[src/rtl/riscv_bp_pkg.sv]
// Shared definitions for the branch predictor: 2-bit direction counter states
// and the index/tag width derivation used by the BTB.
package riscv_bp_pkg;

  typedef enum logic [1:0] {
    SNT = 2'b00,
    WNT = 2'b01,
    WT  = 2'b10,
    ST  = 2'b11
  } ctr_e;

  localparam ctr_e CTR_RST   = WNT;
  localparam ctr_e CTR_ALLOC = WT;

  function automatic int unsigned idx_w(input int unsigned entries);
    int unsigned w;
    w = 0;
    for (int unsigned i = 0; i < 32; i++) begin
      if ((32'd1 << i) < entries) w = i + 1;
    end
    return w;
  endfunction

  function automatic int unsigned tag_w(input int unsigned xlen, input int unsigned entries);
    return xlen - 2 - idx_w(entries);
  endfunction

endpackage

[src/rtl/sat_counter2.sv]
// 2-bit saturating direction counter next-state: +1 on taken, -1 on not taken.
module sat_counter2
  import riscv_bp_pkg::*;
(
  input  logic [1:0] ctr_i,
  input  logic       taken_i,
  output logic [1:0] ctr_o
);

  always_comb begin
    ctr_o = ctr_i;
    if (taken_i) begin
      if (ctr_i != ST) ctr_o = ctr_i + 2'd1;
    end else begin
      if (ctr_i != SNT) ctr_o = ctr_i - 2'd1;
    end
  end

endmodule

[src/rtl/branch_predictor.sv]
// Direct-mapped BTB with 2-bit direction counters: predicts in F, resolves and
// trains in E, and keeps saturating branch/mispredict statistics.
module branch_predictor
  import riscv_bp_pkg::*;
#(
  parameter int unsigned XLEN    = 32,
  parameter int unsigned ENTRIES = 16,
  parameter int unsigned CNT_W   = 16
) (
  input  logic              clk,
  input  logic              rst,
  input  logic [XLEN-1:0]   PCF,
  output logic              PredTakenF,
  output logic [XLEN-1:0]   PredTargetF,
  input  logic              UpdateE,
  input  logic [XLEN-1:0]   PCE,
  input  logic [XLEN-1:0]   PCPlus4E,
  input  logic              TakenE,
  input  logic [XLEN-1:0]   TargetE,
  input  logic              PredTakenE,
  input  logic [XLEN-1:0]   PredTargetE,
  input  logic              Invalidate,
  output logic              MispredictE,
  output logic [XLEN-1:0]   RedirectPCE,
  output logic [CNT_W-1:0]  BranchCount,
  output logic [CNT_W-1:0]  MispredCount
);

  localparam int unsigned IDX_W = idx_w(ENTRIES);
  localparam int unsigned TAG_W = tag_w(XLEN, ENTRIES);

  logic             valid_q [ENTRIES];
  logic [TAG_W-1:0] tag_q   [ENTRIES];
  logic [XLEN-1:0]  tgt_q   [ENTRIES];
  ctr_e             ctr_q   [ENTRIES];

  logic [CNT_W-1:0] bcnt_q, bcnt_d;
  logic [CNT_W-1:0] mcnt_q, mcnt_d;

  logic [IDX_W-1:0] f_idx, e_idx;
  logic [TAG_W-1:0] f_tag, e_tag;
  logic             f_hit, e_hit;
  logic [1:0]       ctr_upd;

  logic unused_pc_lsbs;
  assign unused_pc_lsbs = ^{PCF[1:0], PCE[1:0]};

  // Lookup
  assign f_idx       = PCF[IDX_W+1:2];
  assign f_tag       = PCF[XLEN-1:IDX_W+2];
  assign f_hit       = valid_q[f_idx] && (tag_q[f_idx] == f_tag);
  assign PredTakenF  = f_hit && ctr_q[f_idx][1];
  assign PredTargetF = PredTakenF ? tgt_q[f_idx] : PCF + XLEN'(4);

  // Resolve
  assign MispredictE = UpdateE && ((TakenE != PredTakenE) ||
                                   (TakenE && (TargetE != PredTargetE)));
  assign RedirectPCE = TakenE ? TargetE : PCPlus4E;

  assign e_idx = PCE[IDX_W+1:2];
  assign e_tag = PCE[XLEN-1:IDX_W+2];
  assign e_hit = valid_q[e_idx] && (tag_q[e_idx] == e_tag);

  sat_counter2 u_sat (
    .ctr_i   (ctr_q[e_idx]),
    .taken_i (TakenE),
    .ctr_o   (ctr_upd)
  );

  // Invalidate wins over a same-cycle update; tags/targets are left stale
  // because a cleared valid bit already masks them.
  always_ff @(posedge clk or posedge rst) begin
    if (rst) begin
      for (int unsigned i = 0; i < ENTRIES; i++) begin
        valid_q[i] <= 1'b0;
        tag_q[i]   <= '0;
        tgt_q[i]   <= '0;
        ctr_q[i]   <= CTR_RST;
      end
    end else if (Invalidate) begin
      for (int unsigned i = 0; i < ENTRIES; i++) begin
        valid_q[i] <= 1'b0;
        ctr_q[i]   <= CTR_RST;
      end
    end else if (UpdateE) begin
      if (e_hit) begin
        ctr_q[e_idx] <= ctr_e'(ctr_upd);
        if (TakenE) tgt_q[e_idx] <= TargetE;
      end else if (TakenE) begin
        valid_q[e_idx] <= 1'b1;
        tag_q[e_idx]   <= e_tag;
        tgt_q[e_idx]   <= TargetE;
        ctr_q[e_idx]   <= CTR_ALLOC;
      end
    end
  end

  // Statistics (unaffected by Invalidate)
  always_comb begin
    bcnt_d = bcnt_q;
    mcnt_d = mcnt_q;
    if (UpdateE) begin
      if (bcnt_q != '1) bcnt_d = bcnt_q + CNT_W'(1);
      if (MispredictE && (mcnt_q != '1)) mcnt_d = mcnt_q + CNT_W'(1);
    end
  end

  always_ff @(posedge clk or posedge rst) begin
    if (rst) begin
      bcnt_q <= '0;
      mcnt_q <= '0;
    end else begin
      bcnt_q <= bcnt_d;
      mcnt_q <= mcnt_d;
    end
  end

  assign BranchCount  = bcnt_q;
  assign MispredCount = mcnt_q;

endmodule

[config.mk]
export PLATFORM = sky130hd
export DESIGN_NAME = branch_predictor
export DESIGN_NICKNAME = d
export VERILOG_FILES = /design/src/rtl/riscv_bp_pkg.sv /design/src/rtl/sat_counter2.sv /design/src/rtl/branch_predictor.sv
export SDC_FILE = /design/constraint.sdc
export NUM_CORES = 2
export LEC_CHECK = 0
export BUFFER_PORTS_ARGS = -buffer_cell sky130_fd_sc_hd__buf_4
export CAP_MARGIN = 20
export CORE_AREA = 3 3 389 391
export CTS_BUF_LIST = sky130_fd_sc_hd__clkbuf_16
export DETAILED_ROUTE_END_ITERATION = 16
export DIE_AREA = 0 0 392 394
export SLEW_MARGIN = 20
export SYNTH_ARGS = -nofsm -noshare
export SYNTH_HDL_FRONTEND = slang
export SYNTH_SLANG_ARGS = --single-unit
export TNS_END_PERCENT = 10
[constraint.sdc]
create_clock -name clk -period 44.1 [get_ports clk]
set_input_delay 0 -clock clk [delete_from_list [all_inputs] [get_ports clk]]
set_output_delay 0 -clock clk [all_outputs]
set_load 0.005 [all_outputs]
==> impl_metrics.sql <==
INSERT INTO impl_metrics (metric_group, metric, value, unit) VALUES
('cts', 'tritoncts', 'built', ''),
('die', 'io-pin-count', '264', ''),
('setup_path', 'cp_max_delay_cell', 'sky130_fd_sc_hd__buf_4', ''),
('setup_path', 'timing.critical_path.fanout_max', '62', ''),
('power_and_ir_drop', 'power_total', '0.00246', 'W'),
('route', 'finalWirelength', '159', 'mm'),
('route', 'vias', '32335', ''),
('setup_path', 'worst_path_largest_cell_delay', '750', 'ps'),
('status', 'run_status', 'completed', ''),
('global_routing', 'grt_start_max_net_pins', '121', ''),
('cts', 'clk_pin_slew_worst_paths', '60', 'ps'),
('power_and_ir_drop', 'internal_pwr_total', '0.00182', 'W'),
('global_routing', 'aggregate_global_route_resource_usage', '0.205', ''),
('place', 'place_worst_setup_slack', '38150', 'ps'),
('route', 'post_drt_wl_per_cell', '27.8', 'um'),
('yosys', 'mappedNetlistArea', '51800', 'um^2'),
('setup_path', 'timing.critical_path.arrival', '5550', 'ps'),
('finish', 'sequential_cell_area', '25200', 'um^2'),
('yosys', 'synth.area.top_cells', 'sky130_fd_sc_hd__dfrtp_1 (48%), sky130_fd_sc_hd__mux2_2 (21%), sky130_fd_sc_hd__mux4_2 (17%)', ''),
('setup_path', 'setup.reg_to_reg.worst_slack', '39380', 'ps'),
('sta', 'slew_headroom', '0.248', ''),
('sta', 'timing.final.hold_violations', '0', ''),
('global_routing', 'grt_overflow', '0', ''),
('cts', 'htree_num_levels', '3', ''),
('cts', 'max-clock-path-buffers', '3', ''),
('sta', 'layout_min_cycle_time', '5550', 'ps'),
('power_and_ir_drop', 'sw_frac_of_total', '0.262', ''),
('setup_path', 'critical_path_buf_inv_count', '4', ''),
('route', 'detail-route-antenna-nets', '0', ''),
('yosys', 'yosysUniqueCellTypes', '64', ''),
('cts', 'clk-insertion-delay-late', '740', 'ps'),
('setup_path', 'cp_cell_sequence', 'buf_8, buf_4, mux4_2, mux4_2, xnor2_1, nand4_1, or4_1, nor4_4, buf_4, nand2_1, o21ai_1, buf_4', ''),
('place', 'dp.final_hpwl', '94.2', 'mm'),
('finish', 'multi_input_comb_area', '24900', 'um^2'),
('yosys', 'synth_cells', '3533', ''),
('sta', 'worst_pin_slew', '1120', 'ps'),
('yosys', 'synthesis.nets', '3702', ''),
('cts', 'postCtsResizedCells', '0', ''),
('place', 'io_buffers', '261', ''),
('yosys', 'synth_flop_cell', 'sky130_fd_sc_hd__dfrtp_1', ''),
('min_path', 'min-delay-path-class', 'in -> async', ''),
('yosys', 'post-synth-top-area-fraction', '0.480', ''),
('place', 'placed_area', '55300', 'um^2'),
('yosys', 'largest_area_contributor_in_the_netlist', 'sky130_fd_sc_hd__dfrtp_1', ''),
('cts', 'cts_buffers', '110', ''),
('die', 'die_y', '394', 'um'),
('yosys', 'yosysWarningCount', '0', ''),
('setup_path', 'critical-path-top-delay-family', 'buffers and inverters', ''),
('route', 'drt_pre_antenna_iters', '5', ''),
('die', 'floorplan.core_area', '148000', 'um^2'),
('route', 'post-route-drc-count', '0', ''),
('sta', 'least_setup_slack_across_all_paths_after_layout', '38550', 'ps'),
('finish', 'fillCellCount', '13691', ''),
('run', 'cap_viol_max_count', '0', ''),
('setup_path', 'timing.critical_path.from_type', 'input port', ''),
('power_and_ir_drop', 'sequentialPowerShare', '0.454', ''),
('power_and_ir_drop', 'share_comb_of_total_power', '0.161', ''),
('yosys', 'asyncSetResetFlopFracSynth', '1.00', ''),
('die', 'dieWidth', '392', 'um'),
('sta', 'min_period_over_period', '0.126', ''),
('setup_path', 'crit_type', 'in -> out', ''),
('power_and_ir_drop', 'netSwitchingPower', '0.000646', 'W'),
('setup_path', 'crit_path_frequent_cell', 'sky130_fd_sc_hd__buf_4', ''),
('cts', 'cts_setup_buffers', '0', ''),
('route', 'route.detailed.vias_per_inst', '5.66', ''),
('power_and_ir_drop', 'peakVddDrop', '0.0359', 'mV'),
('yosys', 'syn_avg_cell_area', '14.7', 'um^2'),
('route', 'first_iter_violations', '2789', ''),
('power_and_ir_drop', 'total_leakage_power', '26.4', 'nW'),
('finish', 'area_delta_synth_final', '15.3', '%'),
('place', 'gp_congestion', '0.786', '');
layout make-up:
class                   count  share of cell area
inverters                  37             0.00245
flip-flops and latches   1008               0.423
clock inverters            92              0.0156
diodes                      8            0.000335
repair buffers            391              0.0536
clock buffers             111              0.0465
multi-input cells        2139               0.418
well taps                1930              0.0405
cells by family (layout without fill, tap and decap cells):
| kind of cell | after synthesis | count (layout) | share of synthesized area |
|---|---|---|---|
| and+or+nand+nor | 330 | 330 | 0.0304 |
| muxes | 1450 | 1450 | 0.397 |
| buffers and inverters | 386 | 631 | 0.0330 |
| DFF | 1008 | 1008 | 0.488 |
| AOI/OAI and AO/OA | 213 | 213 | 0.0270 |
| xor gates and xnor gates | 141 | 141 | 0.0239 |
| other | 0 | 8 | 0 |
| adders and majority gates | 5 | 5 | 0.00111 |
sequential cells by signal (all words and copies together) (netlist names):
register,count
BranchCount,16
ctr_q,32
MispredCount,16
tgt_q,512
valid_q,16
tag_q,416
metal layers:
| layer | vias to the layer above | track usage | wire length, um |
|---|---|---|---|
| li1 | 13585 | - | - |
| met1 | 17435 | 0.282 | 69700 |
| met2 | 1048 | 0.309 | 71500 |
| met3 | 245 | 0.0659 | 13100 |
| met4 | 22 | 0.0565 | 4400 |
| met5 | - | 0 | 140 |
layout by cell type (no fill, tap or decap), types with 7 or more instances in the layout:
master,instances
sky130_fd_sc_hd__nand4_1,24
sky130_fd_sc_hd__nor2_4,12
sky130_fd_sc_hd__buf_4,318
sky130_fd_sc_hd__diode_2,8
sky130_fd_sc_hd__mux2i_1,92
sky130_fd_sc_hd__nor4_1,10
sky130_fd_sc_hd__bufinv_16,15
sky130_fd_sc_hd__nand2b_1,7
sky130_fd_sc_hd__mux4_2,385
sky130_fd_sc_hd__a22oi_1,17
sky130_fd_sc_hd__a31oi_1,12
sky130_fd_sc_hd__nor3_1,10
sky130_fd_sc_hd__a22o_1,16
sky130_fd_sc_hd__o21ai_0,66
sky130_fd_sc_hd__dlygate4sd3_1,61
sky130_fd_sc_hd__a21oi_1,33
sky130_fd_sc_hd__o21ai_1,7
sky130_fd_sc_hd__nand2_1,116
sky130_fd_sc_hd__nor2_1,51
sky130_fd_sc_hd__a221oi_1,23
sky130_fd_sc_hd__clkinv_1,25
sky130_fd_sc_hd__clkbuf_16,111
sky130_fd_sc_hd__nand3_1,37
sky130_fd_sc_hd__inv_1,54
sky130_fd_sc_hd__xnor2_1,85
sky130_fd_sc_hd__nor2b_1,9
sky130_fd_sc_hd__dfrtp_1,992
sky130_fd_sc_hd__and3_1,8
sky130_fd_sc_hd__nand2_2,15
sky130_fd_sc_hd__clkinv_2,24
sky130_fd_sc_hd__xor2_1,56
sky130_fd_sc_hd__dfstp_2,16
sky130_fd_sc_hd__mux2_2,972
final timing paths:
kind | start | to | cells past startpoint
worst max-delay path | PCF[2] | PredTargetF[28] | 12
worst min-delay path | rst | tag_q[80] | 3
worst max register to register | tag_q[116] | tag_q[340] | 10
worst min register to register | MispredCount[9] | MispredCount[9] | 1
max in group asynchronous | rst | tgt_q[263] | 6
min in group clk | PredTargetE[6] | MispredCount[0] | 6
power groups by stage:
stage          clock network [W]  registers, W  logic (W)
2_1_floorplan                  0       0.00111   0.000288
3_3_place_gp                   0       0.00113   0.000387
3_5_place_dp                   0       0.00113   0.000394
4_1_cts                 0.000968       0.00112   0.000400
5_1_grt                  0.00101       0.00113   0.000428
6_report                0.000948       0.00112   0.000397
stage by stage:
| stage | util | std cells | hold WS (ps) |
|---|---|---|---|
| floorplan | - | 3533 | 129 |
| global placement | 0.374 | 5441 | 273 |
| detailed placement | 0.374 | 5444 | 279 |
| CTS | 0.403 | 5708 | 31.5 |
| global route | 0.404 | 5708 | 95.2 |
| finish | 0.404 | 5716 | 32.7 |
worst reg2reg max path, cell delays in order, from the launching register on:
cell	delay, ps
sky130_fd_sc_hd__dfrtp_1	390
sky130_fd_sc_hd__mux4_2	470
sky130_fd_sc_hd__mux4_2	480
sky130_fd_sc_hd__xnor2_1	450
sky130_fd_sc_hd__nand4_1	310
sky130_fd_sc_hd__nor4_1	540
sky130_fd_sc_hd__nand4_1	170
sky130_fd_sc_hd__buf_4	390
sky130_fd_sc_hd__nand3_2	380
sky130_fd_sc_hd__buf_4	570
sky130_fd_sc_hd__mux2_2	420
Power figures use the tool's default switching activity.
